[src/rtl/sya_act_feeder_if.sv]
// Handshake and data bundle between the activation buffer, the feeder and the
// left edge of the systolic array.
interface sya_act_feeder_if #(
  parameter int NUM_ROW   = 16,
  parameter int ACT_WIDTH = 8,
  parameter int CNT_WIDTH = 12
);
  logic                         cfg_start;
  logic [CNT_WIDTH-1:0]         cfg_k_len;
  logic [CNT_WIDTH-1:0]         cfg_num_grp;
  logic                         busy;
  logic                         done;
  logic                         in_vld;
  logic                         in_rdy;
  logic [NUM_ROW*ACT_WIDTH-1:0] in_act;
  logic                         arr_en;
  logic                         out_rdy;
  logic [NUM_ROW-1:0]           out_vld;
  logic [NUM_ROW*ACT_WIDTH-1:0] out_act;
  logic [NUM_ROW-1:0]           out_acc_reset;

  // Job controller / buffer / array side
  modport master (
    output cfg_start, cfg_k_len, cfg_num_grp, in_vld, in_act, arr_en,
    input  busy, done, in_rdy, out_rdy, out_vld, out_act, out_acc_reset
  );

  // Feeder side
  modport slave (
    input  cfg_start, cfg_k_len, cfg_num_grp, in_vld, in_act, arr_en,
    output busy, done, in_rdy, out_rdy, out_vld, out_act, out_acc_reset
  );
endinterface

[src/rtl/sya_act_feeder.sv]
// Left-edge feeder for the systolic array: accepts one activation vector per
// beat, skews row r by r advances, tags the first beat of each accumulation
// group and flushes the skew before signalling done.
module sya_act_feeder #(
  parameter int NUM_ROW   = 16,
  parameter int ACT_WIDTH = 8,
  parameter int CNT_WIDTH = 12
) (
  input  logic             clk,
  input  logic             rst_n,
  sya_act_feeder_if.slave  bus
);

  typedef enum logic [1:0] {ST_IDLE, ST_FEED, ST_FLUSH} state_t;

  localparam int FW = (NUM_ROW > 1) ? $clog2(NUM_ROW) : 1;
  // Flush ends on the advance that brings f_cnt to NUM_ROW-1.
  localparam logic [FW-1:0] F_LAST = (NUM_ROW > 1) ? FW'(NUM_ROW - 2) : '0;

  state_t               r_state, w_state_next;
  logic [CNT_WIDTH-1:0] r_k_len, w_k_len_next;
  logic [CNT_WIDTH-1:0] r_num_grp, w_num_grp_next;
  logic [CNT_WIDTH-1:0] r_k_cnt, w_k_cnt_next;
  logic [CNT_WIDTH-1:0] r_g_cnt, w_g_cnt_next;
  logic [FW-1:0]        r_f_cnt, w_f_cnt_next;
  logic                 r_done, w_done_next;

  logic w_adv, w_in_rdy, w_accept, w_k_wrap, w_last_beat, w_tag;

  assign w_adv       = bus.arr_en && (r_state == ST_FEED || r_state == ST_FLUSH);
  assign w_in_rdy    = bus.arr_en && (r_state == ST_FEED);
  assign w_accept    = bus.in_vld && w_in_rdy;
  assign w_k_wrap    = (r_k_cnt == r_k_len - CNT_WIDTH'(1));
  assign w_last_beat = w_k_wrap && (r_g_cnt == r_num_grp - CNT_WIDTH'(1));
  assign w_tag       = (r_k_cnt == '0);

  assign bus.in_rdy  = w_in_rdy;
  assign bus.out_rdy = w_adv;
  assign bus.busy    = (r_state != ST_IDLE);
  assign bus.done    = r_done;

  // State and job counters
  always_ff @(posedge clk or negedge rst_n) begin
    if (!rst_n) begin
      r_state   <= ST_IDLE;
      r_k_len   <= '0;
      r_num_grp <= '0;
      r_k_cnt   <= '0;
      r_g_cnt   <= '0;
      r_f_cnt   <= '0;
      r_done    <= 1'b0;
    end else begin
      r_state   <= w_state_next;
      r_k_len   <= w_k_len_next;
      r_num_grp <= w_num_grp_next;
      r_k_cnt   <= w_k_cnt_next;
      r_g_cnt   <= w_g_cnt_next;
      r_f_cnt   <= w_f_cnt_next;
      r_done    <= w_done_next;
    end
  end

  // Next-state logic: job load, beat counting and flush countdown
  always_comb begin
    w_state_next   = r_state;
    w_k_len_next   = r_k_len;
    w_num_grp_next = r_num_grp;
    w_k_cnt_next   = r_k_cnt;
    w_g_cnt_next   = r_g_cnt;
    w_f_cnt_next   = r_f_cnt;
    w_done_next    = 1'b0;
    case (r_state)
      ST_IDLE: begin
        if (bus.cfg_start) begin
          w_state_next   = ST_FEED;
          w_k_len_next   = (bus.cfg_k_len == '0) ? CNT_WIDTH'(1) : bus.cfg_k_len;
          w_num_grp_next = (bus.cfg_num_grp == '0) ? CNT_WIDTH'(1) : bus.cfg_num_grp;
          w_k_cnt_next   = '0;
          w_g_cnt_next   = '0;
        end
      end
      ST_FEED: begin
        if (w_accept) begin
          if (w_k_wrap) begin
            w_k_cnt_next = '0;
            w_g_cnt_next = r_g_cnt + CNT_WIDTH'(1);
          end else begin
            w_k_cnt_next = r_k_cnt + CNT_WIDTH'(1);
          end
          if (w_last_beat) begin
            // A single row has no skew to drain.
            if (NUM_ROW == 1) begin
              w_state_next = ST_IDLE;
              w_done_next  = 1'b1;
            end else begin
              w_state_next = ST_FLUSH;
              w_f_cnt_next = '0;
            end
          end
        end
      end
      ST_FLUSH: begin
        if (w_adv) begin
          w_f_cnt_next = r_f_cnt + FW'(1);
          if (r_f_cnt == F_LAST) begin
            w_state_next = ST_IDLE;
            w_done_next  = 1'b1;
          end
        end
      end
      default: w_state_next = ST_IDLE;
    endcase
  end

  // Per-row skew chains: row gi is gi+1 registers deep.
  for (genvar gi = 0; gi < NUM_ROW; gi++) begin : g_row
    logic [ACT_WIDTH-1:0] r_act_sh [0:gi];
    logic [gi:0]          r_vld_sh;
    logic [gi:0]          r_tag_sh;

    // Shift on advance; drop stale valids in the cycle after done
    always_ff @(posedge clk or negedge rst_n) begin
      if (!rst_n) begin
        r_vld_sh <= '0;
        r_tag_sh <= '0;
        for (int d = 0; d <= gi; d++) r_act_sh[d] <= '0;
      end else if (w_adv) begin
        r_vld_sh[0] <= w_accept;
        r_tag_sh[0] <= w_accept && w_tag;
        if (w_accept) r_act_sh[0] <= bus.in_act[gi*ACT_WIDTH +: ACT_WIDTH];
        for (int d = 1; d <= gi; d++) begin
          r_vld_sh[d] <= r_vld_sh[d-1];
          r_tag_sh[d] <= r_tag_sh[d-1];
          r_act_sh[d] <= r_act_sh[d-1];
        end
      end else if (r_done) begin
        r_vld_sh <= '0;
      end
    end

    assign bus.out_vld[gi]                          = r_vld_sh[gi];
    assign bus.out_acc_reset[gi]                    = r_tag_sh[gi];
    assign bus.out_act[gi*ACT_WIDTH +: ACT_WIDTH]   = r_act_sh[gi];
  end

endmodule

[src/flat_wrapper.sv]
// flat-port wrapper written by rule: the top's interface ports become plain ports
module sya_act_feeder_flat 
#(
  parameter int NUM_ROW   = 16,
  parameter int ACT_WIDTH = 8,
  parameter int CNT_WIDTH = 12
)
  (clk, rst_n, bus_cfg_start, bus_cfg_k_len, bus_cfg_num_grp, bus_in_vld, bus_in_act, bus_arr_en, bus_busy, bus_done, bus_in_rdy, bus_out_rdy, bus_out_vld, bus_out_act, bus_out_acc_reset);
  sya_act_feeder_if #(.NUM_ROW(NUM_ROW), .ACT_WIDTH(ACT_WIDTH), .CNT_WIDTH(CNT_WIDTH)) bus_i ();
  input  logic clk;
  input  logic rst_n;
  input wire logic [$bits(bus_i.cfg_start)-1:0] bus_cfg_start;
  input wire logic [$bits(bus_i.cfg_k_len)-1:0] bus_cfg_k_len;
  input wire logic [$bits(bus_i.cfg_num_grp)-1:0] bus_cfg_num_grp;
  input wire logic [$bits(bus_i.in_vld)-1:0] bus_in_vld;
  input wire logic [$bits(bus_i.in_act)-1:0] bus_in_act;
  input wire logic [$bits(bus_i.arr_en)-1:0] bus_arr_en;
  output wire logic [$bits(bus_i.busy)-1:0] bus_busy;
  output wire logic [$bits(bus_i.done)-1:0] bus_done;
  output wire logic [$bits(bus_i.in_rdy)-1:0] bus_in_rdy;
  output wire logic [$bits(bus_i.out_rdy)-1:0] bus_out_rdy;
  output wire logic [$bits(bus_i.out_vld)-1:0] bus_out_vld;
  output wire logic [$bits(bus_i.out_act)-1:0] bus_out_act;
  output wire logic [$bits(bus_i.out_acc_reset)-1:0] bus_out_acc_reset;
  assign bus_i.cfg_start = bus_cfg_start;
  assign bus_i.cfg_k_len = bus_cfg_k_len;
  assign bus_i.cfg_num_grp = bus_cfg_num_grp;
  assign bus_i.in_vld = bus_in_vld;
  assign bus_i.in_act = bus_in_act;
  assign bus_i.arr_en = bus_arr_en;
  assign bus_busy = bus_i.busy;
  assign bus_done = bus_i.done;
  assign bus_in_rdy = bus_i.in_rdy;
  assign bus_out_rdy = bus_i.out_rdy;
  assign bus_out_vld = bus_i.out_vld;
  assign bus_out_act = bus_i.out_act;
  assign bus_out_acc_reset = bus_i.out_acc_reset;
  sya_act_feeder #(.NUM_ROW(NUM_ROW), .ACT_WIDTH(ACT_WIDTH), .CNT_WIDTH(CNT_WIDTH)) u_core (.clk(clk), .rst_n(rst_n), .bus(bus_i));
endmodule
[config.mk]
export PLATFORM = sky130hd
export DESIGN_NAME = sya_act_feeder_flat
export DESIGN_NICKNAME = d
export VERILOG_FILES = /design/src/rtl/sya_act_feeder_if.sv /design/src/rtl/sya_act_feeder.sv /design/src/flat_wrapper.sv
export SDC_FILE = /design/constraint.sdc
export NUM_CORES = 2
export LEC_CHECK = 0
export CAP_MARGIN = 10
export CORE_UTILIZATION = 36
export DETAILED_ROUTE_END_ITERATION = 10
export PLACE_DENSITY = 0.5
export SYNTH_ARGS = -nofsm -noshare
export SYNTH_HDL_FRONTEND = slang
export SYNTH_SLANG_ARGS = --single-unit
[constraint.sdc]
create_clock -name clk -period 4.12 [get_ports clk]
set_clock_uncertainty 0.15 [all_clocks]
set_input_delay 1.236 -clock clk [delete_from_list [all_inputs] [get_ports clk]]
set_output_delay 1.236 -clock clk [all_outputs]
set_load 0.005 [all_outputs]
======== After elaboration in Yosys (flattened, before gate mapping) ========
Cells that the tools add are included.
operators by class
  equality and inequality tests ........... 11
  add/sub/neg operators ................... 5
  reductions and logical operators ........ 20
  muxes and demuxes ....................... 54
operator list
  operator                                                               count
  12-bit two-way mux                                                     9
  12-bit case mux with 2 select lines                                    2
  12-bit logical NOT                                                     3
  16-bit two-way mux                                                     2
  15-bit two-way mux                                                     2
  14-bit two-way mux                                                     2
  13-bit two-way mux                                                     2
  12-bit by 1-bit adder with 12-bit output (second input constant)       2
  12-bit equality test                                                   2
  12-bit by 1-bit subtractor with 12-bit output (second input constant)  2
  11-bit two-way mux                                                     2
  10-bit two-way mux                                                     2
  4-bit two-way mux                                                      5
  9-bit two-way mux                                                      2
  8-bit two-way mux                                                      2
  2-bit two-way mux                                                      7
  7-bit two-way mux                                                      2
  6-bit two-way mux                                                      2
  5-bit two-way mux                                                      2
  4-bit case mux with 2 select lines                                     1
  4-bit AND reduction                                                    2
  2-bit nonzero test                                                     4
  3-bit two-way mux                                                      2
  2-bit by 1-bit != test with 1-bit output (second input constant)       3
  13 further kinds                                                       24
storage, ports and cells
  bits of input ports ..................... 157
  register bits after elaboration ......... 1415
  logic and storage cells ................. 265

======== Depth between registers and ports, before layout ========
  depth in word-level cells ............... 6
  depth in mapped cells ................... 10
  mapped depth without buffers ............ 9

======== Worst setup path after synthesis ========
Ideal clock, no wire load.
  path kind ............................... input port to output port
  start ................................... in bus_arr_en
  end ..................................... out bus_out_rdy
  arrival time ............................ 2.148 ns
  setup slack ............................. 0.586 ns
  stages on the path ...................... 5
  cells stage by stage .................... clkbuf_1 > nand2_1 > inv_1 > clkbuf_1 > buf_1
between the ends
  longest elaborated chain between the ends .. 1
ends and longest elaborated chain
  item               RTL line              source
  start, declared    flat_wrapper.sv:17    input wire logic [$bits(bus_i.arr_en)-1:0] bus_arr_en;
  1-bit logical AND  sya_act_feeder.sv:30  assign w_adv = bus.arr_en && (r_state == ST_FEED || r_state == ST_FLUSH);
  end, declared      flat_wrapper.sv:21    output wire logic [$bits(bus_i.out_rdy)-1:0] bus_out_rdy;
Every way passes these cells.

======== Worst setup path in the final report ========
  start ................................... reg u_core.r_state[1]
  end ..................................... out bus_in_rdy
between the ends
  longest elaborated chain between the ends .. 2
ends and longest elaborated chain
  item                                            RTL line              source
  start, declared                                 sya_act_feeder.sv:20  state_t r_state, w_state_next;
  start signal, assigned                          sya_act_feeder.sv:53  r_state <= w_state_next;
  2-bit by 1-bit equality test with 1-bit output  sya_act_feeder.sv:31  assign w_in_rdy = bus.arr_en && (r_state == ST_FEED);
  1-bit logical AND                               sya_act_feeder.sv:31
  end, declared                                   flat_wrapper.sv:20    output wire logic [$bits(bus_i.in_rdy)-1:0] bus_in_rdy;
Every way passes these cells.

==> key figures <==
GRT
  • GR Layer Usage met1: 21.6%
  • Vias in the first global route: around 31,000
  • GRT Total Usage: 15.2%
  • Met2 GRT Util: 22.7%
  • Largest net degree at the start of global routing: around 220
  • Antenna violations before repair: 4
  • GRT busiest layer: met2
  • Grt met3 use: 3.74%
  • First-pass GRT wire length: about 160 mm
  • GRT overflow: 0

Synth
  • Synth Register Bits: between 1,000 and 1,500
  • Syn Nets: between 5,000 and 6,000
  • Main synth FF type: dfrtp_1
  • Post-synth top area share: between 60% and 70%
  • Yosys top cell by area: dfrtp_1
  • EDFF count, synth: 0
  • Synth unique cells: 54
  • Asr flop ratio synth: between 90% and 100%
  • Area contributors post-synth: dfrtp_1, nand2_1, mux2_2, buf_4, clkbuf_1
  • Mean post-synth cell area: a little over 9 sq um
  • Mapped Cells: between 4,000 and 5,000
  • Mapped Area: between 40,000 and 50,000 sq um
  • Seq/Total Area, Yosys: approximately 64%
  • YS warnings: 0

Drt
  • WL final: 97.0 mm
  • Post-route DRC violation count: 0
  • Via/cell ratio: 4.53
  • 1st-pass router iterations: 5
  • DR vias: 31,293
  • DRT iter0 DRCs: between 2,000 and 3,000
  • Post-route ant nets: 0
  • DR WL/cell: 14.0 um

Critical path
  • WS Path Type: reg2out
  • Crit path launch type: register
  • Critical path fanouts, max: 18
  • CP arrival: roughly 2.5 ns
  • Worst Path Required: 2.73 ns
  • CP Capture Type: primary output

STA
  • Relative slew slack: 26.8%
  • RSZ-0062 raised after global routing: no
  • Post-layout minimum cycle time: a little under 4 ns
  • Final Hold Viols: 0
  • WHS: 0.242 ns
  • TNS Setup: 0 ns
  • Final setup vio count: 0
  • Achievable frequency: 255 MHz
  • PnR worst setup slack: 0.205 ns
  • Slew Limit Fails: 0
  • Final period utilization: between 90 and 100%
  • Worst-Margin Slew: around 1.1 ns

Clock tree
  • Hold_buf cts: 0
  • H-tree levels: 4
  • Clk slew on worst S/H paths: 0.06 ns
  • Post-CTS Setup Bufs: 0
  • Clk_lat worst skew: roughly 0.76 ns
  • CTS tree: yes
  • TritonCTS Buffers: 134
  • Root Driver: clkbuf_16
  • Post_cts resized: 0
  • # clock sinks: roughly 1,200
  • Longest Clk Path Bufs: 3

Placement
  • Final HPWL DP: approximately 56 mm
  • GP Congestion: between 0.7 and 0.8
  • Pre-CTS worst setup slack: ~0.24 ns
  • PortBufs: 320
  • Dpl cells: around 6,700

Die
  • Row count: 131
  • I/O pin total: ~320
  • Core Area: between 100,000 and 150,000 sq um
  • Area of the die: 130,000 sq um
  • Initial core utilization: a little over a third
  • Chip width: around 360 um
  • Die height: approximately 360 um

Pwr
  • Leakage: just under 30 nW
  • Pwr dens: just over 700 nW/um^2
  • Peak VDD IR: about 0.50 mV
  • Total design power: ~39 mW

Cells and area
  • Share of layout cells above drive strength 1: under 10%
  • Non-Filler Instances: between 6,000 and 7,000
  • P&R area growth vs syn: 19.2%
  • Commonest non-fill, non-tap cells in the layout: nand2_1, dfrtp_1, clkdlybuf4s50_1, mux2_2, clkbuf_16
  • Antenna diode count: 0
  • Most common cell after layout, fill and taps aside: nand2_1
  • Final nets: roughly 5,300

Job
  • Max_cap viols: 0

Status
  • Status: completed

Hold path
  • Worst hold-check path type: in2async
stage by stage:
stage / area (sq um) / util, %
6_report: 55100 / 43.2
5_1_grt: 55100 / 43.2
4_1_cts: 55100 / 43.2
3_5_place_dp: 50600 / 39.7
3_3_place_gp: 50600 / 39.7
2_1_floorplan: 46200 / -
cell type report:
class | count | area, sq um
Fill cell | 12544 | 72400
Sequential cell | 1175 | 29400
Multi-Input combinational cell | 3424 | 14900
Timing Repair Buffer | 388 | 4140
Clock buffer | 195 | 3920
Tap cell | 1662 | 2080
Clock inverter | 43 | 584
Inverter | 19 | 78.8
routing by layer:
layer / share of wire [%] / wire length [um] / vias up
met4: 2.1 / 2040 / 4
met1: 49 / 47500 / 15109
met3: 4.8 / 4630 / 148
met5: 0.021 / 20 / -
li1: - / - / 15601
met2: 44 / 42800 / 431
where the power goes:
| group | internal (mW) | switching (mW) |
|---|---|---|
| clock network | 7.16 | 4.89 |
| logic | 3.80 | 4.94 |
| registers | 15.8 | 2.39 |
synth_stat cells (4+ instances only):
cell	number
nand2_1	2984
dfrtp_1	1175
clkbuf_1	226
mux2_2	153
buf_4	122
nor2_1	39
buf_1	27
xnor2_1	23
inv_1	19
nand3b_1	18
nand3_1	16
nor4_1	15
o21ai_0	15
a21oi_1	14
nor3_1	12
nand4_1	11
or4_1	11
ha_1	10
xor2_1	10
nand2b_1	9
nor2b_1	8
o31ai_1	8
or3_1	7
and2_1	5
a311oi_1	4
mux2i_1	4
o221ai_1	4
sequential cells by signal (all words and copies together) (netlist names):
| register | count |
|---|---|
| u_core.g_row.r_act_sh | 968 |
| u_core.bus.out_act | 120 |
| u_core.g_row.r_tag_sh | 16 |
| u_core.g_row.r_vld_sh | 16 |
| u_core.r_g_cnt | 12 |
| u_core.r_k_cnt | 12 |
| u_core.r_k_len | 12 |
| u_core.r_num_grp | 12 |
| u_core.r_f_cnt | 4 |
| u_core.r_state | 2 |
| u_core.bus.done | 1 |
kinds of logic after synthesis:
group / Yosys count / synth area share (%)
simple gates: 3149 / 26.3
buf+inv: 395 / 4.21
xor+xnor: 33 / 0.625
mux: 158 / 3.84
fa+ha+maj: 10 / 0.271
flops: 1175 / 63.6
compound gates: 74 / 1.13
path summary, 6_finish.rpt:
check,from,to,slack [ns],depth (start not counted)
min,rst_n,u_core.g_row[12].r_act_sh[12],0.24,1
min reg2reg,u_core.g_row[2].r_act_sh[19],u_core.g_row[2].r_act_sh[11],0.30,2
max in group asynchronous,rst_n,u_core.g_row[15].r_act_sh[38],2.43,2
min in group clk,u_core.g_row[2].r_act_sh[19],u_core.g_row[2].r_act_sh[11],0.30,2
max reg2reg,u_core.r_k_len[3],u_core.r_g_cnt[10],0.74,7
max,u_core.r_state[1],bus_in_rdy,0.21,4
critical path, cell delays in order, from the launching register on:
cell	delay, ns
dfrtp_1	0.39
inv_1	0.08
ha_1	0.55
and2_1	0.24
clkdlybuf4s50_1	0.51
No activity file was read; power rests on OpenSTA's default activity.
